$ cat config.mk
export PLATFORM = sky130hd
export DESIGN_NAME = seg7_scan_display_flat
export DESIGN_NICKNAME = d
export VERILOG_FILES = /design/src/rtl/seg7_scan_display_if.sv /design/src/rtl/seg7_scan_display.sv /design/src/flat_wrapper.sv
export SDC_FILE = /design/constraint.sdc
export NUM_CORES = 1
export LEC_CHECK = 0
export ABC_AREA = 1
export CAP_MARGIN = 40
export CORE_ASPECT_RATIO = 0.8
export CORE_UTILIZATION = 46
export DETAILED_ROUTE_END_ITERATION = 10
export PLACE_DENSITY_LB_ADDON = 0.3
export REMOVE_ABC_BUFFERS = 1
export SYNTH_ARGS = -nofsm -noshare
export SYNTH_HDL_FRONTEND = slang
export SYNTH_SLANG_ARGS = --single-unit
$ cat constraint.sdc
create_clock -name clk -period 3.36 [get_ports clk]
set_input_delay 1.008 -clock clk [delete_from_list [all_inputs] [get_ports clk]]
set_output_delay 1.008 -clock clk [all_outputs]
set_load 0.01 [all_outputs]
$ cat src/rtl/seg7_scan_display_if.sv
`default_nettype none
// +--------------------------------------------------------------------+
// | seg7_scan_display_if : datapath-side and pin-side bundle for the    |
// | multiplexed 7-segment driver.                  Rev 1.0             |
// +--------------------------------------------------------------------+
interface seg7_scan_display_if #(
  parameter int DIGITS = 4
);
  logic                  load;
  logic [4*DIGITS-1:0]   value;
  logic [DIGITS-1:0]     dp;
  logic [DIGITS-1:0]     blank_mask;
  logic [DIGITS-1:0]     blink_mask;
  logic                  lz_suppress;
  logic [3:0]            brightness;
  logic [6:0]            seg;
  logic                  dp_n;
  logic [DIGITS-1:0]     ans;
  logic                  frame_done;

  modport master (
    output load, value, dp, blank_mask, blink_mask, lz_suppress, brightness,
    input  seg, dp_n, ans, frame_done
  );

  modport slave (
    input  load, value, dp, blank_mask, blink_mask, lz_suppress, brightness,
    output seg, dp_n, ans, frame_done
  );
endinterface
`default_nettype wire

$ cat src/rtl/seg7_scan_display.sv
`default_nettype none
// +--------------------------------------------------------------------+
// | seg7_scan_display : N-digit multiplexed 7-segment driver with       |
// | frame-synchronous loading, LZ suppression, blink/blank and PWM.     |
// | Rev 1.0                                                            |
// +--------------------------------------------------------------------+
module seg7_scan_display #(
  parameter int DIGITS     = 4,
  parameter int SCAN_BITS  = 16,
  parameter int BLINK_BITS = 24
) (
  input  wire logic             clk,
  input  wire logic             reset,
  seg7_scan_display_if.slave    bus
);

  localparam int                IDX_W    = (DIGITS > 1) ? $clog2(DIGITS) : 1;
  localparam logic [IDX_W-1:0]  LAST_IDX = IDX_W'(DIGITS - 1);

  logic [SCAN_BITS-1:0]  presc_q, presc_d;
  logic [IDX_W-1:0]      idx_q, idx_d;
  logic [BLINK_BITS-1:0] blink_q, blink_d;
  logic [4*DIGITS-1:0]   pend_val_q, pend_val_d;
  logic [DIGITS-1:0]     pend_dp_q, pend_dp_d;
  logic [4*DIGITS-1:0]   shown_val_q, shown_val_d;
  logic [DIGITS-1:0]     shown_dp_q, shown_dp_d;
  logic [6:0]            seg_q, seg_d;
  logic                  dp_n_q, dp_n_d;
  logic [DIGITS-1:0]     ans_q, ans_d;
  logic                  frame_done_q, frame_done_d;

  logic                  presc_term;
  logic                  wrap;
  logic [3:0]            nibble;
  logic [3:0]            phase;
  logic [DIGITS-1:0]     lz_dark;
  logic                  all_zero;
  logic                  lit;

  function automatic logic [6:0] hex_decode(input logic [3:0] n);
    logic [6:0] s;
    case (n)
      4'h0: s = 7'h40;  4'h1: s = 7'h79;  4'h2: s = 7'h24;  4'h3: s = 7'h30;
      4'h4: s = 7'h19;  4'h5: s = 7'h12;  4'h6: s = 7'h02;  4'h7: s = 7'h78;
      4'h8: s = 7'h00;  4'h9: s = 7'h10;  4'hA: s = 7'h08;  4'hB: s = 7'h03;
      4'hC: s = 7'h46;  4'hD: s = 7'h21;  4'hE: s = 7'h06;  default: s = 7'h0E;
    endcase
    return s;
  endfunction

  always_comb begin
    presc_term = &presc_q;
    wrap       = presc_term && (idx_q == LAST_IDX);
    presc_d    = presc_q + 1'b1;
    blink_d    = blink_q + 1'b1;
    idx_d      = idx_q;
    if (presc_term) begin
      idx_d = (idx_q == LAST_IDX) ? '0 : idx_q + 1'b1;
    end

    pend_val_d = bus.load ? bus.value : pend_val_q;
    pend_dp_d  = bus.load ? bus.dp    : pend_dp_q;
    // Using the next pending value lets a load on the boundary cycle land in this frame.
    shown_val_d = wrap ? pend_val_d : shown_val_q;
    shown_dp_d  = wrap ? pend_dp_d  : shown_dp_q;
  end

  // Leading-zero mask: a digit is dark when it and every digit to its left hold zero.
  always_comb begin
    all_zero = 1'b1;
    lz_dark  = '0;
    for (int i = DIGITS - 1; i >= 0; i--) begin
      all_zero   = all_zero & (shown_val_q[i*4 +: 4] == 4'h0);
      lz_dark[i] = all_zero && (i != 0);
    end
  end

  always_comb begin
    nibble = shown_val_q[int'(idx_q)*4 +: 4];
    phase  = presc_q[SCAN_BITS-1 -: 4];
    lit    = !bus.blank_mask[idx_q]
          && !(bus.lz_suppress && lz_dark[idx_q])
          && !(bus.blink_mask[idx_q] && blink_q[BLINK_BITS-1])
          && (phase <= bus.brightness);

    ans_d        = '1;
    seg_d        = 7'h7F;
    dp_n_d       = 1'b1;
    frame_done_d = wrap;
    if (lit) begin
      ans_d  = ~(DIGITS'(1) << idx_q);
      seg_d  = hex_decode(nibble);
      dp_n_d = ~shown_dp_q[idx_q];
    end
  end

  always_ff @(posedge clk or posedge reset) begin
    if (reset) begin
      presc_q      <= '0;
      idx_q        <= '0;
      blink_q      <= '0;
      pend_val_q   <= '0;
      pend_dp_q    <= '0;
      shown_val_q  <= '0;
      shown_dp_q   <= '0;
      seg_q        <= 7'h7F;
      dp_n_q       <= 1'b1;
      ans_q        <= '1;
      frame_done_q <= 1'b0;
    end else begin
      presc_q      <= presc_d;
      idx_q        <= idx_d;
      blink_q      <= blink_d;
      pend_val_q   <= pend_val_d;
      pend_dp_q    <= pend_dp_d;
      shown_val_q  <= shown_val_d;
      shown_dp_q   <= shown_dp_d;
      seg_q        <= seg_d;
      dp_n_q       <= dp_n_d;
      ans_q        <= ans_d;
      frame_done_q <= frame_done_d;
    end
  end

  assign bus.seg        = seg_q;
  assign bus.dp_n       = dp_n_q;
  assign bus.ans        = ans_q;
  assign bus.frame_done = frame_done_q;

endmodule
`default_nettype wire
$ cat src/flat_wrapper.sv
// flat-port wrapper written by rule: the top's interface ports become plain ports
module seg7_scan_display_flat 
#(
  parameter int DIGITS     = 4,
  parameter int SCAN_BITS  = 16,
  parameter int BLINK_BITS = 24
)
  (clk, reset, bus_load, bus_value, bus_dp, bus_blank_mask, bus_blink_mask, bus_lz_suppress, bus_brightness, bus_seg, bus_dp_n, bus_ans, bus_frame_done);
  seg7_scan_display_if #(.DIGITS(DIGITS)) bus_i ();
  input  wire logic clk;
  input  wire logic reset;
  input wire logic [$bits(bus_i.load)-1:0] bus_load;
  input wire logic [$bits(bus_i.value)-1:0] bus_value;
  input wire logic [$bits(bus_i.dp)-1:0] bus_dp;
  input wire logic [$bits(bus_i.blank_mask)-1:0] bus_blank_mask;
  input wire logic [$bits(bus_i.blink_mask)-1:0] bus_blink_mask;
  input wire logic [$bits(bus_i.lz_suppress)-1:0] bus_lz_suppress;
  input wire logic [$bits(bus_i.brightness)-1:0] bus_brightness;
  output wire logic [$bits(bus_i.seg)-1:0] bus_seg;
  output wire logic [$bits(bus_i.dp_n)-1:0] bus_dp_n;
  output wire logic [$bits(bus_i.ans)-1:0] bus_ans;
  output wire logic [$bits(bus_i.frame_done)-1:0] bus_frame_done;
  assign bus_i.load = bus_load;
  assign bus_i.value = bus_value;
  assign bus_i.dp = bus_dp;
  assign bus_i.blank_mask = bus_blank_mask;
  assign bus_i.blink_mask = bus_blink_mask;
  assign bus_i.lz_suppress = bus_lz_suppress;
  assign bus_i.brightness = bus_brightness;
  assign bus_seg = bus_i.seg;
  assign bus_dp_n = bus_i.dp_n;
  assign bus_ans = bus_i.ans;
  assign bus_frame_done = bus_i.frame_done;
  seg7_scan_display #(.DIGITS(DIGITS), .SCAN_BITS(SCAN_BITS), .BLINK_BITS(BLINK_BITS)) u_core (.clk(clk), .reset(reset), .bus(bus_i));
endmodule
==> flow_summary.yaml, run 1 <==
run_status:
  outcome: "complete, no violations"
timing:
  fin_ws_ns: 0.839
  fmax_mhz: 397
  rsz0062_at_grt: "no"
  clock_skew_ns: 0.0111
  maxSlewHeadroom_pct: 61.0
  slew_viol_final: 0
  setup_tns_ns: 0
  finalHoldViolations: 0
  whs_ns: 0.449
  setup_viol: 0
  worst_slew_pin_slew_ns: 0.585
  fin_crit_sh_pct: 75.0
  period_needed_ns: 2.52
placed_design:
  gp_routability_congestion: 0.832
  io_buffers: 48
  dp_slack_ns: 0.466
  dpl.hpwl_mm: 6.35
logic_synthesis:
  ys_seq_area_share_pct: 51.8
  syn_avg_cell_area_um2: 8.47
  netlist_instances: 545
  ys_ff_latch: 95
  syn_area_um2: 4610
  yosysUniqueCellTypes: 29
  ys_warn_count: 0
flow_run:
  max-cap-violations: 0
floorplanning:
  die_w_um: 114
  initial_utilization_pct: 47.6
  rows: 32
  io_pins: 49
  die_h_um: 91.6
  die-area_um2: 10400
  coreArea_um2: 9690
global_route:
  track_usage_pct: 19.6
  grt_overflow: 0
  grt_antenna_before_repair: 0
  grt_pass1_vias: 3561
  grt_pass1_wl_mm: 16.1
  grt_max_degree: 96
worst_setup_path:
  worstPathRequired_ns: 3.60
  start_kind: "primary input"
  cp_max_fo: 12
  endpoint_kind: "flip-flop"
  cp_data_arrival_time_ns: 2.77
  path_class: "in -> reg"
route:
  dr.first_iter.drc_count: 166
  first_pass_iters: 4
  viasPerCell: 4.82
  vias: 3531
  wl_per_cell_um: 12.2
  drc: 0
  routed_wl_mm: 8.96
  ant_nets: 0
clock_tree:
  root_buffer: "clkbuf_16"
  cts_sinks: 95
  htree_levels: 3
  cts.path.max_buffers: 2
  ctsResizeCount: 0
  cts_setup_buffers: 0
  cts-hold-fix-buffers: 0
  tritoncts: "done"
  clkTransAtPathRegs_ns: 0.07
  numCtsBuffers: 9
  clk-insertion-delay-late_ns: 0.34
worst_hold_path:
  worstHoldPathType: "reg -> reg"
pwr:
  cellPowerDensity_nw_per_um2: 441
  power_leakage_nw: 2.69
  ir_drop_uv: 211
finish:
  final_layout_size_suffix_gt1_share_pct: 8.21
  insertedDiodeCount: 0
  final_nets: 644
  syn_to_final_growth_pct: 20.1
==> worst max-delay path, stage by stage <==
cell and delay (ns):
clkdlybuf4s50_1 0.47, inv_1 0.05, ha_1 0.30, inv_1 0.06, nor2_1 0.03, o21ai_0 0.13, nand2_1 0.07, nand2_1 0.08
nand2_1 0.07, nor2_2 0.37, nand2_1 0.11
==> routing by layer <==
| layer | wire (um) | GRT usage, % | up-vias |
|---|---|---|---|
| li1 | - | - | 1789 |
| met1 | 4190 | 25.4 | 1658 |
| met2 | 4280 | 33.0 | 74 |
| met3 | 378 | 3.60 | 10 |
| met4 | 113 | 6.60 | 0 |
| met5 | 0 | 0 | - |
==> cells in the final DEF (no fill, tap or decap), drive strengths merged, types with 3 or more instances in the layout <==
cell type	n
clkdlybuf4s50	48
nor2	48
nand3	51
buf	3
nand2	216
dfstp	12
inv	43
o21ai	9
xor2	23
dfrtp	83
xnor2	9
ha	16
clkbuf	11
nor3	9
nand4	6
==> Yosys cell counts <==
master,instances,area share (%)
nand2_1,211,17
dfrtp_1,83,45
nand3_1,49,5.3
nor2_1,44,3.6
inv_1,38,3.1
xor2_1,23,4.4
ha_1,16,4.3
dfstp_2,12,6.8
xnor2_1,9,1.7
nor3_1,8,0.87
o21ai_0,7,0.76
nand4_1,6,0.81
buf_2,5,0.54
buf_6,4,0.98
clkbuf_1,4,0.33
inv_2,4,0.33
nand2_2,3,0.41
nor2_2,3,0.41
a21oi_1,2,0.22
buf_4,2,0.33
nand2_4,2,0.49
nand3_2,2,0.43
o21ai_1,2,0.22
and3_1,1,0.14
nand3b_1,1,0.16
nor2_8,1,0.43
nor3_2,1,0.22
nor3b_4,1,0.41
o22ai_1,1,0.14
==> report_power, final <==
group	internal, mW	switching, mW	total (mW)
logic	0.0600	0.0649	0.125
clock network	0.699	0.439	1.14
registers	1.17	0.00733	1.18
==> final cells by class <==
cell class              count  area, um2
fillers                   894       4150
flip-flops and latches     95       2390
clock buffers              11        253
multi-input cells         393       1960
clock inverters             5       86.3
inverters                  42        159
repair buffers             51        515
well taps                 136        170
==> worst paths after layout <==
check | startpoint | end | slack, ns | cells after the start
max in group asynchronous | reset | u_core.bus.ans[0]$_DFF_PP1_ | 1.86 | 3
hold / removal | u_core.presc_q[0]$_DFF_PP0_ | u_core.presc_q[0]$_DFF_PP0_ | 0.45 | 1
setup / recovery | bus_brightness[1] | u_core.bus.ans[1]$_DFF_PP1_ | 0.84 | 11
setup reg to reg | u_core.idx_q[0]$_DFFE_PP0P_ | u_core.bus.seg[5]$_DFF_PP1_ | 1.13 | 10
hold reg to reg | u_core.presc_q[0]$_DFF_PP0_ | u_core.presc_q[0]$_DFF_PP0_ | 0.45 | 1
min in group asynchronous | reset | u_core.blink_q[10]$_DFF_PP0_ | 1.11 | 3
==> logic make-up (layout without fill, tap and decap cells) <==
| logic type | Yosys count | in the layout | share of synthesized area (%) |
|---|---|---|---|
| xor+xnor | 32 | 32 | 6.07 |
| simple gates | 333 | 333 | 30.8 |
| compound gates | 12 | 12 | 1.33 |
| buf+inv | 57 | 109 | 5.59 |
| flops | 95 | 95 | 51.8 |
| fa+ha+maj | 16 | 16 | 4.34 |
==> flip-flops by register name (all words and copies together), names as in the netlist <==
register,count
u_core.idx_q,2
u_core.bus.dp_n,1
u_core.pend_val_q,16
u_core.bus.frame_done,1
u_core.pend_dp_q,4
u_core.bus.ans,4
u_core.bus.seg,7
u_core.presc_q,16
u_core.shown_val_q,16
u_core.shown_dp_q,4
u_core.blink_q,24
==> stage by stage <==
step | instances | util [%] | power [mW] | cell area, um2
after floorplan | 530 | - | 1.25 | 4510
after global placement | 717 | 53.7 | 1.32 | 5200
after detailed placement | 717 | 53.7 | 1.33 | 5200
after CTS | 733 | 57.2 | 2.47 | 5540
after global routing | 733 | 57.2 | 2.53 | 5540
final | 733 | 57.2 | 2.44 | 5540
Power figures use the tool's default switching activity.
==> run 2: changes to the inputs <==
clock period = 2.25 ns   (was 3.36 ns; I/O delays follow)
==> run 2 against run 1 <==
Effect of this change: die area did not move; clock power rose by 50%; global-route usage grew 0.83 points; sequential cell count unchanged; sequential power grew 49%; count of clock-buffer cells in the layout decreased by 2; via count grew 1.0%; first-iteration DRC count decreased by 26%; combinational power up 58%; critical path type is now reg -> out; critical endpoint is now bus_ans[0].
==> flow_summary.yaml, run 2 (synthesis results as in run 1) <==
clock_tree:
  tritoncts: "done"
  ctsResizeCount: 0
  clkTransAtPathRegs_ns: 0.06
  cts_sinks: 95
  root_buffer: "clkbuf_16"
  clk-insertion-delay-late_ns: 0.34
  numCtsBuffers: 9
  htree_levels: 3
  cts_setup_buffers: 0
  cts.path.max_buffers: 2
  cts-hold-fix-buffers: 0
pwr:
  switching_power_mw: 0.743
  p_sw_share_pct: 20.2
  combPwrFrac_pct: 5.4
  ir_drop_uv: 434
  power_leakage_nw: 2.73
  clkPwrFrac_pct: 46.6
  cellPowerDensity_nw_per_um2: 655
  power_mw: 3.67
  seqPwrFrac_pct: 48.0
  intPower_mw: 2.93
timing:
  clock_skew_ns: 0.0108
  setup_viol: 0
  worst_slew_pin_slew_ns: 0.567
  maxSlewHeadroom_pct: 62.2
  whs_ns: 0.455
  rsz0062_at_grt: "no"
  finalHoldViolations: 0
  slew_viol_final: 0
  period_needed_ns: 2.09
  fmax_mhz: 479
  fin_crit_sh_pct: 92.8
  setup_tns_ns: 0
floorplanning:
  rows: 32
  die_w_um: 114
  die_h_um: 91.6
  initial_utilization_pct: 47.6
  io_pins: 49
  die-area_um2: 10400
  coreArea_um2: 9690
flow_run:
  max-cap-violations: 0
route:
  ant_nets: 0
  drc: 0
  viasPerCell: 4.83
  routed_wl_mm: 9.38
  vias: 3567
  dr.first_iter.drc_count: 123
  wl_per_cell_um: 12.7
  first_pass_iters: 4
global_route:
  grt_pass1_vias: 3628
  grt_overflow: 0
  grt_max_degree: 31
  grt_antenna_before_repair: 0
  grt_pass1_wl_mm: 16.8
  track_usage_pct: 20.4
worst_setup_path:
  start_kind: "flip-flop"
  cp_max_fo: 1
  critPathSlowestCell: "dfstp_2"
  endpoint_kind: "primary output"
  cp_data_arrival_time_ns: 1.41
  max_stage_delay_ns: 0.54
  critPathBufInv: 1
  crit_chain: "clkdlybuf4s50_1"
  worstPathRequired_ns: 1.57
  path_class: "reg -> out"
  crit_family: "flip-flops"
finish:
  final_nets: 650
  syn_to_final_growth_pct: 21.5
  regMostFlops: "u_core.blink_q"
  largest_register_ffs: 24
  fill_cells: 885
  final_layout_size_suffix_gt1_share_pct: 8.97
  layout_commonest_cell: "nand2_1"
  insertedDiodeCount: 0
  post-route-util_pct: 57.9
  multiInputGateArea_um2: 1960
  seqCellArea_um2: 2390
  mostFrequentLayoutCells: "nand2_1, dfrtp_1, nand3_1"
worst_hold_path:
  worstHoldPathType: "reg -> reg"
placed_design:
  dpl.hpwl_mm: 6.76
  gp_routability_congestion: 0.831
  io_buffers: 48
run_status:
  outcome: "complete, no violations"
run 2: changes by cell type in the layout (fill, tap and decap cells not counted), sizes merged:
cell    change
buf         +6
bufinv      +1
clkinv      +1
clkbuf      -2
inv         -1
run 2: layout make-up:
| type | count | share of cell area, % |
|---|---|---|
| multi-input combinational | 393 | 35.0 |
| inverter | 42 | 2.83 |
| clock inverter | 6 | 1.94 |
| sequential | 95 | 42.7 |
| clock buffer | 9 | 4.02 |
| tap | 136 | 3.04 |
| timing repair buffer | 57 | 10.4 |
run 2: worst paths after layout:
| check | cells after the start | slack, ns | endpoint | from |
|---|---|---|---|---|
| hold reg to reg | 1 | 0.46 | u_core.blink_q[0]$_DFF_PP0_ | u_core.blink_q[0]$_DFF_PP0_ |
| setup reg to reg | 11 | 0.26 | u_core.bus.seg[0]$_DFF_PP1_ | u_core.idx_q[1]$_DFFE_PP0P_ |
| min in group asynchronous | 2 | 0.64 | u_core.blink_q[9]$_DFF_PP0_ | reset |
| hold / removal | 1 | 0.46 | u_core.blink_q[0]$_DFF_PP0_ | u_core.blink_q[0]$_DFF_PP0_ |
| setup / recovery | 1 | 0.16 | bus_ans[0] | u_core.bus.ans[0]$_DFF_PP1_ |
| max in group asynchronous | 3 | 1.01 | u_core.presc_q[15]$_DFF_PP0_ | reset |
run 2: metal layers:
layer / global-route usage [%] / vias to the layer above / routed length, um / share of wire (%)
met5: 0 / - / 0 / 0
met4: 7.58 / 0 / 157 / 1.7
met3: 3.74 / 12 / 334 / 3.6
met2: 33.1 / 66 / 4410 / 47
met1: 27.4 / 1691 / 4480 / 48
li1: - / 1798 / - / -
run 2: metrics by stage:
step / cell area (um2) / setup WS [ns] / cells
final: 5610 / 0.162 / 738
after floorplan: 4510 / -0.882 / 530
after global placement: 5270 / -0.0487 / 723
after detailed placement: 5270 / -0.0778 / 723
after CTS: 5610 / 0.140 / 738
after global routing: 5610 / 0.100 / 738
run 2: power by group through the flow:
stage,clock network (mW),logic [mW],registers (mW)
final,1.71,0.198,1.76
after global routing,1.83,0.227,1.76
after CTS,1.75,0.203,1.76
after detailed placement,0,0.202,1.79
after global placement,0,0.197,1.79
after floorplan,0,0.0775,1.79
==> run 3: changes to the inputs <==
HOLD_SLACK_MARGIN = 0.02   (was unset)
MAX_ROUTING_LAYER = met4   (was unset)
SETUP_SLACK_MARGIN = 0.2   (was unset)
==> run 3 against run 2 <==
Effect of this change: hold slack got worse by 0.0012 ns; largest cell class unchanged; clock power about the same; register-to-register slack improved by 0.11 ns; routed wire length increased by 1.2%; die area unchanged; first-iteration DRC count decreased by 16%; sequential share of layout area decreased by 0.24 points.
==> flow_summary.yaml, run 3 (synthesis results as in run 1) <==
run_status:
  outcome: "complete, no violations"
timing:
  setup_tns_ns: 0
  worst_slew_pin_slew_ns: 0.581
  fin_ws_ns: 0.312
  slew_viol_final: 0
  rsz0062_at_grt: "no"
  fmax_mhz: 516
  clock_skew_ns: 0.00815
  period_needed_ns: 1.94
  maxSlewHeadroom_pct: 61.2
  fin_crit_sh_pct: 86.1
  setup_viol: 0
  finalHoldViolations: 0
placed_design:
  io_buffers: 48
  dpl.hpwl_mm: 6.76
  dpl_cell_area_um2: 5270
  dp_slack_ns: -0.0778
  gp_routability_congestion: 0.844
finish:
  syn_to_final_growth_pct: 22.3
  insertedDiodeCount: 0
  largest_register_ffs: 24
  layout_commonest_cell: "nand2_1"
  design_area_um2: 5640
  final_nets: 651
  regMostFlops: "u_core.blink_q"
  mostFrequentLayoutCells: "nand2_1, dfrtp_1, nand3_1"
  final_layout_size_suffix_gt1_share_pct: 9.95
worst_setup_path:
  regToRegStartpoint: "u_core.idx_q[1]$_DFFE_PP0P_"
  cp_max_fo: 6
  worstPathRequired_ns: 2.52
  critPathCapture: "u_core.bus.ans[3]$_DFF_PP1_"
  timing.critical_path.from: "bus_brightness[3]"
  cp_data_arrival_time_ns: 2.21
  path_class: "in -> reg"
  start_kind: "primary input"
  r2r_setup_slack_ns: 0.37
  reg2reg_to: "u_core.bus.seg[0]$_DFF_PP1_"
  reg2reg_depth: 11
  endpoint_kind: "flip-flop"
clock_tree:
  htree_levels: 3
  clk-insertion-delay-late_ns: 0.34
  numCtsBuffers: 9
  cts_sinks: 95
  cts_setup_buffers: 0
  root_buffer: "clkbuf_16"
  cts.path.max_buffers: 2
  clkTransAtPathRegs_ns: 0.07
  tritoncts: "done"
pwr:
  power_mw: 3.67
  power_leakage_nw: 2.74
  combPwrFrac_pct: 5.5
  ir_drop_uv: 434
  intPower_mw: 2.93
  p_sw_share_pct: 20.3
  cellPowerDensity_nw_per_um2: 651
  clkPwrFrac_pct: 46.6
  switching_power_mw: 0.745
  seqPwrFrac_pct: 47.9
global_route:
  grt_pass1_vias: 3626
  grt_antenna_before_repair: 0
  use_met3_pct: 4.34
  met2_usage_pct: 33.2
  grt_pass1_wl_mm: 16.8
  grt_max_degree: 31
  busiest_layer: "met2"
  track_usage_pct: 21.1
  grtUsageMet1_pct: 27.4
  grt_overflow: 0
route:
  drc: 0
  vias: 3581
  dr.first_iter.drc_count: 103
  viasPerCell: 4.85
  ant_nets: 0
  routed_wl_mm: 9.49
  first_pass_iters: 4
  wl_per_cell_um: 12.8
floorplanning:
  initial_utilization_pct: 47.6
  die-area_um2: 10400
  rows: 32
  coreArea_um2: 9690
  die_h_um: 91.6
  die_w_um: 114
  io_pins: 49
worst_hold_path:
  worstHoldPathType: "reg -> reg"
flow_run:
  max-cap-violations: 0
==> run 3: cell count changes in the layout (fill, tap and decap cells not counted), moves of 2 or more <==
cell / previous run / this run
clkdlybuf4s50_1: 48 / 36
nand2_2: 3 / 5
dlygate4sd2_1: 0 / 12
nand2_1: 211 / 209
dfrtp_1: 83 / 81
dfrtp_2: 0 / 2
==> run 3: what timing repair did <==
item | in CTS | in global routing
cloned | 0 | 1
endpoints found under the setup margin | 12 | 12
resized for setup | 12 | 8
pin swaps | 0 | 3
endpoints found under the hold margin | 0 | 0
hold buffers | 0 | 0
==> run 3: worst max-delay path, stage by stage <==
cell and delay [ns]:
clkdlybuf4s50_1 0.45, inv_1 0.04, ha_1 0.29, nand2_1 0.07, inv_1 0.05, o21ai_1 0.07
nand2_1 0.07, nand2_2 0.07, nand2_2 0.06, nor2_4 0.14, clkbuf_16 0.17, nand2_1 0.05
==> run 3: metal layers <==
| layer | up-vias | wire (um) |
|---|---|---|
| met1 | 1691 | 4460 |
| met5 | - | 0 |
| li1 | 1804 | - |
| met3 | 14 | 412 |
| met2 | 72 | 4450 |
| met4 | 0 | 172 |
==> run 3: worst min-delay path by stage <==
| stage | start | to | slack [ns] | cells past startpoint |
|---|---|---|---|---|
| final | u_core.presc_q[0]$_DFF_PP0_ | u_core.presc_q[0]$_DFF_PP0_ | 0.45 | 1 |
| after global routing | u_core.presc_q[0]$_DFF_PP0_ | u_core.presc_q[0]$_DFF_PP0_ | 0.48 | 1 |
| after CTS | u_core.presc_q[0]$_DFF_PP0_ | u_core.presc_q[0]$_DFF_PP0_ | 0.46 | 1 |
| after detailed placement | u_core.presc_q[0]$_DFF_PP0_ | u_core.presc_q[0]$_DFF_PP0_ | 0.45 | 1 |
| after global placement | u_core.presc_q[0]$_DFF_PP0_ | u_core.presc_q[0]$_DFF_PP0_ | 0.43 | 1 |
| after floorplan | u_core.blink_q[0]$_DFF_PP0_ | u_core.blink_q[0]$_DFF_PP0_ | 0.42 | 1 |
==> run 3: stage by stage <==
| stage | cells | utilization (%) | hold slack (ns) |
|---|---|---|---|
| detailed placement | 723 | 54.4 | 0.445 |
| global placement | 723 | 54.4 | 0.435 |
| floorplan | 530 | - | 0.421 |
| CTS | 738 | 57.7 | 0.456 |
| global route | 739 | 58.2 | 0.479 |
| finish | 739 | 58.2 | 0.454 |
==> run 3: power groups by stage <==
stage	registers [mW]	clock network [mW]	logic [mW]
4_1_cts	1.76	1.75	0.198
5_1_grt	1.76	1.83	0.231
2_1_floorplan	1.79	0	0.0775
3_3_place_gp	1.79	0	0.197
6_report	1.76	1.71	0.202
3_5_place_dp	1.79	0	0.202
==> run 3: cell type report <==
type	instances	area (um2)
Timing Repair Buffer	58	596
Clock inverter	6	109
Tap cell	136	170
Clock buffer	9	225
Multi-Input combinational cell	393	1990
Fill cell	880	4050
Sequential cell	95	2390
Inverter	42	161
